<file path="src/rtl/mem_access_unit.sv">
// Load/store unit: decodes RISC-V memory ops, issues one request at a time on a
// shared memory port and returns exactly one writeback per accepted op.
module mem_access_unit #(
    parameter int XLEN    = 32,
    parameter int RD_W    = 5,
    parameter int TIMEOUT = 255
) (
    input  logic            clk,
    input  logic            rst,
    input  logic            in_valid,
    input  logic [9:0]      in_opcode,
    input  logic [XLEN-1:0] in_addr,
    input  logic [XLEN-1:0] in_sdata,
    input  logic [RD_W-1:0] in_rd,
    output logic            busy,
    output logic            mem_req,
    output logic            mem_we,
    output logic [3:0]      mem_len,
    output logic [XLEN-1:0] mem_addr,
    output logic [XLEN-1:0] mem_wdata,
    input  logic            mem_gnt,
    input  logic            mem_done,
    input  logic [XLEN-1:0] mem_rdata,
    output logic            wb_valid,
    output logic [RD_W-1:0] wb_rd,
    output logic [XLEN-1:0] wb_data,
    output logic [1:0]      wb_exc
);

    localparam logic [6:0] OP_LOAD  = 7'b0000011;
    localparam logic [6:0] OP_STORE = 7'b0100011;
    localparam logic [1:0] EXC_NONE     = 2'b00;
    localparam logic [1:0] EXC_MISALIGN = 2'b01;
    localparam logic [1:0] EXC_ILLEGAL  = 2'b10;
    localparam logic [1:0] EXC_TIMEOUT  = 2'b11;
    localparam bit IS64 = (XLEN == 64);
    localparam int CNT_W = (TIMEOUT > 1) ? $clog2(TIMEOUT + 1) : 1;
    localparam logic [CNT_W-1:0] CNT_LAST = (TIMEOUT > 0) ? CNT_W'(TIMEOUT - 1) : '0;

    typedef enum logic [1:0] {IDLE, REQ, WAIT, RESP} state_t;

    state_t            state;
    logic [CNT_W-1:0]  wait_cnt;
    logic [2:0]        funct3_q;
    logic [RD_W-1:0]   rd_q;

    logic              is_load;
    logic              is_store;
    logic              legal;
    logic              aligned;
    logic [3:0]        len_d;
    logic [XLEN-1:0]   wdata_d;
    logic [XLEN-1:0]   ext_data;
    logic              complete;
    logic              timed_out;

    assign busy = (state == REQ) || (state == WAIT);

    // Decode of the incoming op, plus extension of the returning load data
    always_comb begin
        is_load  = (in_opcode[6:0] == OP_LOAD);
        is_store = (in_opcode[6:0] == OP_STORE);
        legal    = 1'b0;
        if (is_load) begin
            case (in_opcode[9:7])
                3'b000, 3'b001, 3'b010, 3'b100, 3'b101: legal = 1'b1;
                3'b011, 3'b110:                         legal = IS64;
                default:                                legal = 1'b0;
            endcase
        end else if (is_store) begin
            legal = (in_opcode[9:7] <= 3'b010) || ((in_opcode[9:7] == 3'b011) && IS64);
        end

        case (in_opcode[8:7])
            2'b00: begin
                aligned = 1'b1;
                len_d   = 4'b0001;
                wdata_d = XLEN'(in_sdata[7:0]);
            end
            2'b01: begin
                aligned = ~in_addr[0];
                len_d   = 4'b0010;
                wdata_d = XLEN'(in_sdata[15:0]);
            end
            2'b10: begin
                aligned = (in_addr[1:0] == 2'b00);
                len_d   = 4'b0100;
                wdata_d = XLEN'(in_sdata[31:0]);
            end
            default: begin
                aligned = (in_addr[2:0] == 3'b000);
                len_d   = 4'b1000;
                wdata_d = in_sdata;
            end
        endcase

        case (funct3_q)
            3'b000:  ext_data = XLEN'($signed(mem_rdata[7:0]));
            3'b001:  ext_data = XLEN'($signed(mem_rdata[15:0]));
            3'b010:  ext_data = XLEN'($signed(mem_rdata[31:0]));
            3'b100:  ext_data = XLEN'(mem_rdata[7:0]);
            3'b101:  ext_data = XLEN'(mem_rdata[15:0]);
            3'b110:  ext_data = XLEN'(mem_rdata[31:0]);
            default: ext_data = mem_rdata;
        endcase

        complete  = mem_done && (((state == REQ) && mem_gnt) || (state == WAIT));
        timed_out = (TIMEOUT != 0) && (state == WAIT) && !mem_done && (wait_cnt == CNT_LAST);
    end

    // Transaction FSM; completion and timeout override the per-state defaults
    always_ff @(posedge clk) begin
        if (rst) begin
            state     <= IDLE;
            mem_req   <= 1'b0;
            mem_we    <= 1'b0;
            mem_len   <= 4'b0001;
            mem_addr  <= '0;
            mem_wdata <= '0;
            wb_valid  <= 1'b0;
            wb_rd     <= '0;
            wb_data   <= '0;
            wb_exc    <= EXC_NONE;
            wait_cnt  <= '0;
            rd_q      <= '0;
            funct3_q  <= '0;
        end else begin
            wb_valid <= 1'b0;
            case (state)
                IDLE, RESP: begin
                    state <= IDLE;
                    if (in_valid) begin
                        if (!is_load && !is_store) begin
                            wb_valid <= 1'b1;
                            wb_rd    <= in_rd;
                            wb_data  <= in_addr;
                            wb_exc   <= EXC_NONE;
                        end else if (!legal) begin
                            wb_valid <= 1'b1;
                            wb_rd    <= '0;
                            wb_data  <= '0;
                            wb_exc   <= EXC_ILLEGAL;
                        end else if (!aligned) begin
                            wb_valid <= 1'b1;
                            wb_rd    <= '0;
                            wb_data  <= in_addr;
                            wb_exc   <= EXC_MISALIGN;
                        end else begin
                            state     <= REQ;
                            mem_req   <= 1'b1;
                            mem_we    <= is_store;
                            mem_len   <= len_d;
                            mem_addr  <= in_addr;
                            mem_wdata <= is_store ? wdata_d : '0;
                            rd_q      <= in_rd;
                            funct3_q  <= in_opcode[9:7];
                        end
                    end
                end
                REQ: begin
                    if (mem_gnt) begin
                        mem_req  <= 1'b0;
                        wait_cnt <= '0;
                        state    <= WAIT;
                    end
                end
                WAIT: begin
                    if ((TIMEOUT != 0) && !mem_done) wait_cnt <= wait_cnt + 1'b1;
                end
            endcase

            if (complete) begin
                state    <= RESP;
                wb_valid <= 1'b1;
                wb_exc   <= EXC_NONE;
                wb_rd    <= mem_we ? '0 : rd_q;
                wb_data  <= mem_we ? '0 : ext_data;
            end else if (timed_out) begin
                state    <= RESP;
                wb_valid <= 1'b1;
                wb_exc   <= EXC_TIMEOUT;
                wb_rd    <= '0;
                wb_data  <= '0;
            end
        end
    end

endmodule
</file>
<file path="config.mk">
export PLATFORM = sky130hd
export DESIGN_NAME = mem_access_unit
export DESIGN_NICKNAME = d
export VERILOG_FILES = /design/src/rtl/mem_access_unit.sv
export SDC_FILE = /design/constraint.sdc
export NUM_CORES = 1
export LEC_CHECK = 0
export CAP_MARGIN = 20
export CORE_MARGIN = 4
export CORE_UTILIZATION = 47
export CTS_BUF_LIST = sky130_fd_sc_hd__clkbuf_8
export DETAILED_ROUTE_END_ITERATION = 6
export GPL_TIMING_DRIVEN = 0
export PLACE_DENSITY = 0.88
export SLEW_MARGIN = 40
export SYNTH_ARGS = -nofsm -noshare
export SYNTH_HDL_FRONTEND = slang
export SYNTH_SLANG_ARGS = --single-unit
</file>
<file path="constraint.sdc">
create_clock -name clk -period 5.4 [get_ports clk]
set_input_delay 0.81 -clock clk [delete_from_list [all_inputs] [get_ports clk]]
set_output_delay 0.81 -clock clk [all_outputs]
set_load 0.05 [all_outputs]
</file>
After elaboration in Yosys (flattened, before gate mapping) --
Cells that the tools add are included. Widths: inputs -> output; s select.
Word-level totals: register bits after elaboration 128, bits of input ports 116, output and inout bits 111, logic and storage cells 127
Cells by class: reduce and logical (&&, ||, !) cells 32, equality and inequality tests 24, bitwise logic cells 2, $add $sub $neg 1, $lt $le $gt $ge 1, muxes and demuxes 54
Operators by type and width (count):
- $mux 32 | 9
- $pmux 32 s4 | 1
- $pmux 32 s2 | 1
- $mux 5 | 8
- $mux 1 | 19
- $mux 2 | 9
- $mux 8 | 2
- $pmux 8 s2 | 1
- $eq 3x3->1 const B | 4
- $ne 2x2->1 const B | 6
- $pmux 4 s3 | 1
- $logic_not 3->1 | 3
- $reduce_and 3->1 | 3
- $add 8x1->8 const B | 1
- $eq 8x8->1 const B | 1
- $reduce_bool 2->1 | 4
- $eq 7x2->1 const B | 1
- $eq 7x6->1 const B | 1
- $eq 2x2->1 const B | 3
- $eq 3x1->1 const B | 2
- $logic_not 2->1 | 3
- $reduce_and 6->1 | 1
- $reduce_bool 3->1 | 2
- $logic_and 1x1->1 | 5
- other kinds (17) | 23

Depth between registers and ports, before layout --
word-level depth 10, depth in mapped cells 10, depth with buffers taken out 7

Worst setup path before layout --
No wires, ideal clock.
path type input-to-reg, start point input in_opcode[3], end point register mem_wdata[12], setup time 0.132 ns, required time 5.268 ns, arrival 2.229 ns, path buffers 3, path slack 3.039 ns, stages 8, cells stage by stage nor4_4 nand4b_4 or3_1 clkbuf_1 buf_6 buf_2 nand2_1 a21oi_1
On the way: longest elaborated chain between the ends 5, elaborated cells between the ends (all ways) 10, classes of those cells 2 x eq/ne; 3 x mux; 1 x bitwise; 4 x reduce/logical
RTL lines:
- start: declaration | RTL line 11 | input logic [9:0] in_opcode,
- parallel branches: the longest is 5 deep, another holds $eq 7x6->1
- end signal: assignment | RTL line 154 | mem_wdata <= is_store ? wdata_d : '0;
- end: declaration | RTL line 20 | output logic [XLEN-1:0] mem_wdata,
Parallel ways; which one is timed is not known. A chain may end at the register's enable or synchronous reset.

Final worst setup path --
start point input in_opcode[7], end point register wb_data[30]
On the way: longest elaborated chain between the ends 10, elaborated cells between the ends (all ways) 22, classes of those cells 1 x order compare; 7 x eq/ne; 10 x mux; 4 x reduce/logical
RTL lines:
- $eq 3x1->1, or another cell as far along | RTL line 65 | case (in_opcode[9:7])
- $reduce_or 5->1 | RTL line 65
- $mux 1 | RTL line 65
- $mux 1 | RTL line 64 | if (is_load) begin
- $mux 32 | RTL line 138 | end else if (!legal) begin
- $mux 32 | RTL line 133 | if (!is_load && !is_store) begin
- $mux 32 | RTL line 132 | if (in_valid) begin
- $mux 32 | RTL line 129 | case (state)
- $mux 32 | RTL line 178 | end else if (timed_out) begin
- $mux 32 | RTL line 172 | if (complete) begin
- end signal: assignment | RTL line 136 | wb_data <= in_addr;
- end signal: assignment | RTL line 146 | wb_data <= in_addr;
- end signal: assignment | RTL line 177 | wb_data <= mem_we ? '0 : ext_data;
- end: declaration | RTL line 26 | output logic [XLEN-1:0] wb_data,
Several ways; a longest one is shown, not always the timed one. The select of a mux whose other input is x is not followed.

==> reports/summary.txt <==
GPL Wtd Cong - 0.925
worst setup slack after layout - 2.41 ns
Sw Pwr - 564 uW
vias - 5,871
DR WL/cell - 18.1 um
power consumption - 2260 uW
final slew viol count - 0
Leakage - 0.00284 uW
die width - 113 um
post-synth cell types - 40
hpwl dp - 14,300 um
r2r endpoint - wb_data[30]
TritonCTS buffer count - 17
P&R area growth vs syn - 55.4%
ant diodes - 0
largest net degree at the start of global routing - 17
CTS root buf - clkbuf_8
GRT Total Usage - 0.289
fin crit share - 0.553
worst slack at placement - 2.05 ns
Critical Path Start Type - input port
total gr overflow - 0
CTS tree - done
Setup Buffers After CTS - 0
wire length on met2 - 9280 um
First-pass DRT Iterations - 5
worst rel slew slack - 0.581
Worst-Margin Slew - 0.629 ns
buffer depth of the longest clock path - 2
sequential share of the synthesized area - 0.491
top post-synthesis cells by area - dfxtp_1, nand2_1, a21oi_1
CP max FO - 10
Post-Syn Instances - 648
IO Pins - 227
Worst Skew - 0.00834 ns
Top FF cell, synth - dfxtp_1
IO buf count - 225
Post-Place Cells - 1,013
final routed DRC violation total - 0
crit path time final - 2.99 ns
DR top layer - met4
die area - 12,800 um2
setup TNS - 0 ns
Flop pwr share - 0.434
core footprint - 10,800 um2
Synth Cell Area - 5220 um2
CTS sink cnt - 128
WL met3 - 2090 um
CP endpoint - wb_data[30]
critical-path cell list - clkdlybuf4s50_1, o21ai_1, nand2_1, a21oi_1, clkbuf_1, a221oi_1, nor3_1
Worst-Skew Late Latency - 0.43 ns
Syn. warnings - 0
crit path max-delay cell type - clkdlybuf4s50_1
CP Launch Point - in_opcode[7]
max incr delay on CP - 0.55 ns
Final Hold Vio Count - 0
vias in the first global route - 6,035
drt via density - 5.62
Crit Path Class - in2reg
DR iter-0 viols - 587
area leader, netlist - dfxtp_1
R2R cell count - 9
wire length on met1 - 7070 um
Sw Ratio - 0.249
Final nets - 1,012
Max Cap Violations - 0
Internal Pwr Total - 1700 uW
Combinational Power Share - 0.148
Non-Filler Instances - 1,045
register clock-pin slew on the reported worst setup and hold paths - 0.07 ns
number of synthesized flops with an enable pin - 0
Final setup viols - 0
Critical Path AT - 3.33 ns
unrepaired setup endpoints after global routing - false
post-CTS sizing - 0
CP required - 5.74 ns
layout cells sized above 1 - 0.0541
Die H - 113 um
Hold Path Class - reg2reg
clock power share - 0.418
first-pass GRT wire length - 29,700 um
std cell rows - 38
final core occ - 0.748
Initial Util - 0.481
Synth Register Bits - 128
Avg Inst Size Synth - 8.05 um2
crit end category - register
top cell type's share of synthesized area - 0.491
outcome - finished, final reports clean
hold-fix buffers at CTS - 0
reg-to-reg startpoint - state[1]
Async SR Flop Fraction - 0
DRT antenna net count - 0
r2r setup slk - 2.60 ns
delay-heaviest family, CP - buffers and inverters
antenna violations before repair - 0
worst path bufs/invs - 2
Routed Wire Length - 18,900 um
Crit path depth - 7
H-Tree Depth - 4
worst vdd ir - 0.000172 V
Max Clock Freq - 335 MHz
PwrDens - 279 nW/um2
Post-Syn Nets - 768
==> placed cells by master (no fill, tap or decap), drive strengths merged, types with 16 or more instances in the layout <==
cell           instances
a21oi                 85
a221oi                37
buf                   17
clkbuf                57
clkdlybuf4s50        225
dfxtp                128
nand2                132
nand2b                16
nand3                 33
nor2                  54
nor3                  44
==> logic make-up after synthesis <==
family	share of synthesized area
xor+xnor	0.00672
flops	0.491
simple gates	0.258
fa+ha+maj	0.00960
mux	0.00576
buf+inv	0.0494
compound gates	0.179
==> synthesized netlist by cell type (all sizes together), types with 5 or more instances <==
library cell and n:
a21oi 85, a221oi 37, buf 17, clkbuf 37, dfxtp 128, inv 6, nand2 132, nand2b 16
nand3 33, nand4 5, nor2 54, nor3 44, o21ai 14
==> area by class of cell <==
type,count,area (um2)
well taps,140,175
multi-input cells,460,2390
plain buffers,54,235
clock inverters,12,189
inverters,6,22.5
fillers,826,2730
flip-flops and latches,128,2560
repair buffers,225,2250
clock buffers,20,275
==> sequential cells by signal, summed over array words and instances, names as in the netlist <==
register and count:
wb_rd 5, wait_cnt 8, mem_req 1, rd_q 5, state 2, mem_we 1, funct3_q 3, mem_len 4
wb_data 32, mem_wdata 32, wb_valid 1, mem_addr 32, wb_exc 2
==> layer usage <==
| layer | up-vias | GRT usage |
|---|---|---|
| met5 | - | 0 |
| met2 | 329 | 0.510 |
| met3 | 40 | 0.0973 |
| met1 | 2754 | 0.323 |
| met4 | 0 | 0.103 |
| li1 | 2748 | - |
==> worst register-to-register path, stage by stage (launching register included) <==
cell,delay [ns]
dfxtp_1,0.36
inv_1,0.06
ha_1,0.19
buf_2,0.17
a21oi_1,0.23
o22ai_1,0.17
a21oi_1,0.53
clkbuf_1,0.54
a221oi_1,0.22
nor3_1,0.23
==> worst min-delay path by stage <==
| stage | cells past startpoint | start | to | slack (ns) |
|---|---|---|---|---|
| floorplan | 2 | rd_q[0] | rd_q[0] | 0.44 |
| finish | 2 | mem_len[2] | mem_len[2] | 0.45 |
| global route | 2 | mem_wdata[20] | mem_wdata[20] | 0.46 |
| global placement | 2 | mem_wdata[17] | mem_wdata[17] | 0.44 |
| CTS | 2 | mem_wdata[29] | mem_wdata[29] | 0.46 |
| detailed placement | 2 | mem_len[2] | mem_len[2] | 0.45 |
==> power by group through the flow <==
stage               Clock [uW]  Sequential (uW)  Combinational (uW)
floorplan                    0             1090                78.2
global placement             0             1000                 326
detailed placement           0             1000                 331
CTS                        953              982                 333
global route               994              984                 351
finish                     945              983                 334
==> per-stage QoR <==
stage,hold slack [ns],cell area [um2]
2_1_floorplan,0.436,5220
3_3_place_gp,0.437,7640
3_5_place_dp,0.446,7640
4_1_cts,0.456,8110
5_1_grt,0.464,8110
6_report,0.454,8110
Power figures use the tool's default switching activity.
==> edit, RTL diff (same settings) <==
The 4 states of `state_t` get a one-hot encoding in 4 bits.
--- a/src/rtl/mem_access_unit.sv
+++ b/src/rtl/mem_access_unit.sv
@@ -37,7 +37,7 @@
     localparam int CNT_W = (TIMEOUT > 1) ? $clog2(TIMEOUT + 1) : 1;
     localparam logic [CNT_W-1:0] CNT_LAST = (TIMEOUT > 0) ? CNT_W'(TIMEOUT - 1) : '0;
 
-    typedef enum logic [1:0] {IDLE, REQ, WAIT, RESP} state_t;
+    typedef enum logic [3:0] {IDLE = 4'b0001, REQ = 4'b0010, WAIT = 4'b0100, RESP = 4'b1000} state_t;
 
     state_t            state;
     logic [CNT_W-1:0]  wait_cnt;
Formal check against the unedited RTL: same outputs for any inputs over 4 cycles, from zero or initial values and one cycle with rst high; so few cycles prove little.
==> edit against the original RTL <==
- final area increased by 3.8%
- core utilization is 1.4 points lower
- via count increased by 0.51%
- area after synthesis is 6.3% higher
- worst hold slack worse by 0.0038 ns
- power about the same
- first-iteration DRC count fell by 15%
- sequential cell count increased by 2
- worst setup slack got worse by 0.54 ns
- highest routed layer unchanged
- routed wire length is 1.9% higher
- combinational power shrank 3%
- global-route usage fell by 1.3 points
- count of clock-buffer cells in the layout shrank 1
==> edit: results (changes against the original RTL) <==
stage;metric;value;unit;change
sta;fin_skew;0.00767;ns;-0.000677 ns
global_route;grt_pass1_wl;28900;um;-2.5%
route;viasPerCell;5.66;;+0.80%
final_layout;largestRegisters;mem_addr: 32 flops, mem_wdata: 32 flops, wb_data: 32 flops;;
clock_network;numCtsBuffers;17;;unchanged
final_layout;drive_gt1_frac;0.0857;;+0.0315
placed_design;dp_hpwl;14100;um;-1.1%
sta;slew_headroom;0.452;;-0.128
final_layout;diodes;0;;unchanged
synthesis;synth.avg_cell_area;8.62;um2;+7.1%
synthesis;ys_top_cells_by_area;dfxtp_1 47%, nand2_1 8.5%, a221oi_2 7.6%;;
power;power.internal;1.69;mW;-0.35%
worst_setup_path;crit_path_max_incr_delay;0.65;ns;+0.10 ns
synthesis;muxShareOfSynthArea;0.00181;;-0.00395
synthesis;synth_cell_type_count;48;;+20%
run_status;status;finished, final reports clean;;
clock_network;cts.repair.resized;0;;unchanged
clock_network;post_cts_buffers;0;;unchanged
placed_design;globalplace.congestion;0.857;;-7.4%
placed_design;portBuffers;224;;-0.44%
route;routed_wl;19300;um;+1.9%
worst_setup_path;crit_family;buffers and inverters;;
synthesis;synth_edf_count;0;;unchanged
synthesis;synthAdderAreaFrac;0.00451;;-0.00508
power;leakagePower;2.95;nW;+3.7%
synthesis;synth_top_family_by_area;compound AO/OA/AOI/OAI gates;;
clock_network;cts_max_path_buffers;2;;unchanged
route;drt-pass1-iter-count;7;;+2
synthesis;synth_fp_nets;761;;-0.91%
worst_setup_path;worstPathArrival;3.90;ns;+0.57 ns
global_route;antenna_found_initial;0;;unchanged
placed_design;placed_area;7960;um2;+4.2%
global_route;grt_pass1_vias;5547;;-8.1%
placed_design;pre_cts_slack;1.52;ns;-0.534 ns
clock_network;clock_latency;0.45;ns;+0.02 ns
route;drtIter0Drc;500;;-15%
synthesis;netlist_top_cells_count;130 x dfxtp_1, 126 x nand2_1, 77 x a21oi_1;;
clock_network;path_clk_slew;0.07;ns;about the same
worst_setup_path;crit_path_top_delay_cell;nor4bb_1;;
power;ir_drop;0.256;mV;+48%
synthesis;synth_xor_xnor_area_share;0.00948;;+0.00276
global_route;gr-usage-all-layers;0.276;;-0.0126
synthesis;seq_area_frac_synth;0.470;;-0.0218
placed_design;place_inst;1010;;-0.30%
route;num_vias;5901;;+0.51%
clock_network;cts-root-buf;clkbuf_8;;
synthesis;postSynth.asyncResetShare;0;;unchanged
synthesis;synth-compound-area-share;0.257;;+0.0777
==> edit: cell types whose count changed after synthesis, sizes merged, moves of 8 or more <==
cell	before	now
nand4	5	20
a22oi	0	32
nand3	33	12
a22o	0	8
a21oi	85	77
nor3	44	4
==> edit: power groups by stage <==
stage | registers [mW] | logic [mW] | clock network, mW
6_report | 0.993 | 0.323 | 0.948
5_1_grt | 0.994 | 0.338 | 1.00
4_1_cts | 0.992 | 0.322 | 0.957
3_5_place_dp | 1.01 | 0.320 | 0
3_3_place_gp | 1.01 | 0.317 | 0
2_1_floorplan | 1.09 | 0.0875 | 0
==> edit: layer usage <==
layer / share of wire / up-vias / global-route usage
met5: 0 / - / 0
met4: 0.027 / 0 / 0.112
met3: 0.098 / 46 / 0.0813
met2: 0.47 / 299 / 0.445
met1: 0.40 / 2766 / 0.347
li1: - / 2790 / -
==> edit: path summary, 6_finish.rpt <==
kind | slack, ns | depth (start not counted) | start | to
setup reg to reg | 2.82 | 9 | state[1] | mem_addr[0]
hold / removal | 0.45 | 2 | mem_wdata[28] | mem_wdata[28]
hold reg to reg | 0.45 | 2 | mem_wdata[28] | mem_wdata[28]
setup / recovery | 1.87 | 9 | in_opcode[0] | mem_addr[0]
==> edit: cell type report <==
| class | instances | area, um2 |
|---|---|---|
| fill | 850 | 3050 |
| buffer | 58 | 255 |
| timing repair buffer | 224 | 2240 |
| sequential | 130 | 2600 |
| tap | 143 | 179 |
| inverter | 9 | 33.8 |
| multi-input combinational | 446 | 2650 |
| clock buffer | 19 | 262 |
| clock inverter | 13 | 190 |
==> edit: cells by family after synthesis <==
logic type                 after synthesis
AOI/OAI and AO/OA                      187
and+or+nand+nor                        250
muxes                                    1
DFF                                    130
buffers and inverters                   67
adders and majority gates                2
xor gates and xnor gates                 6
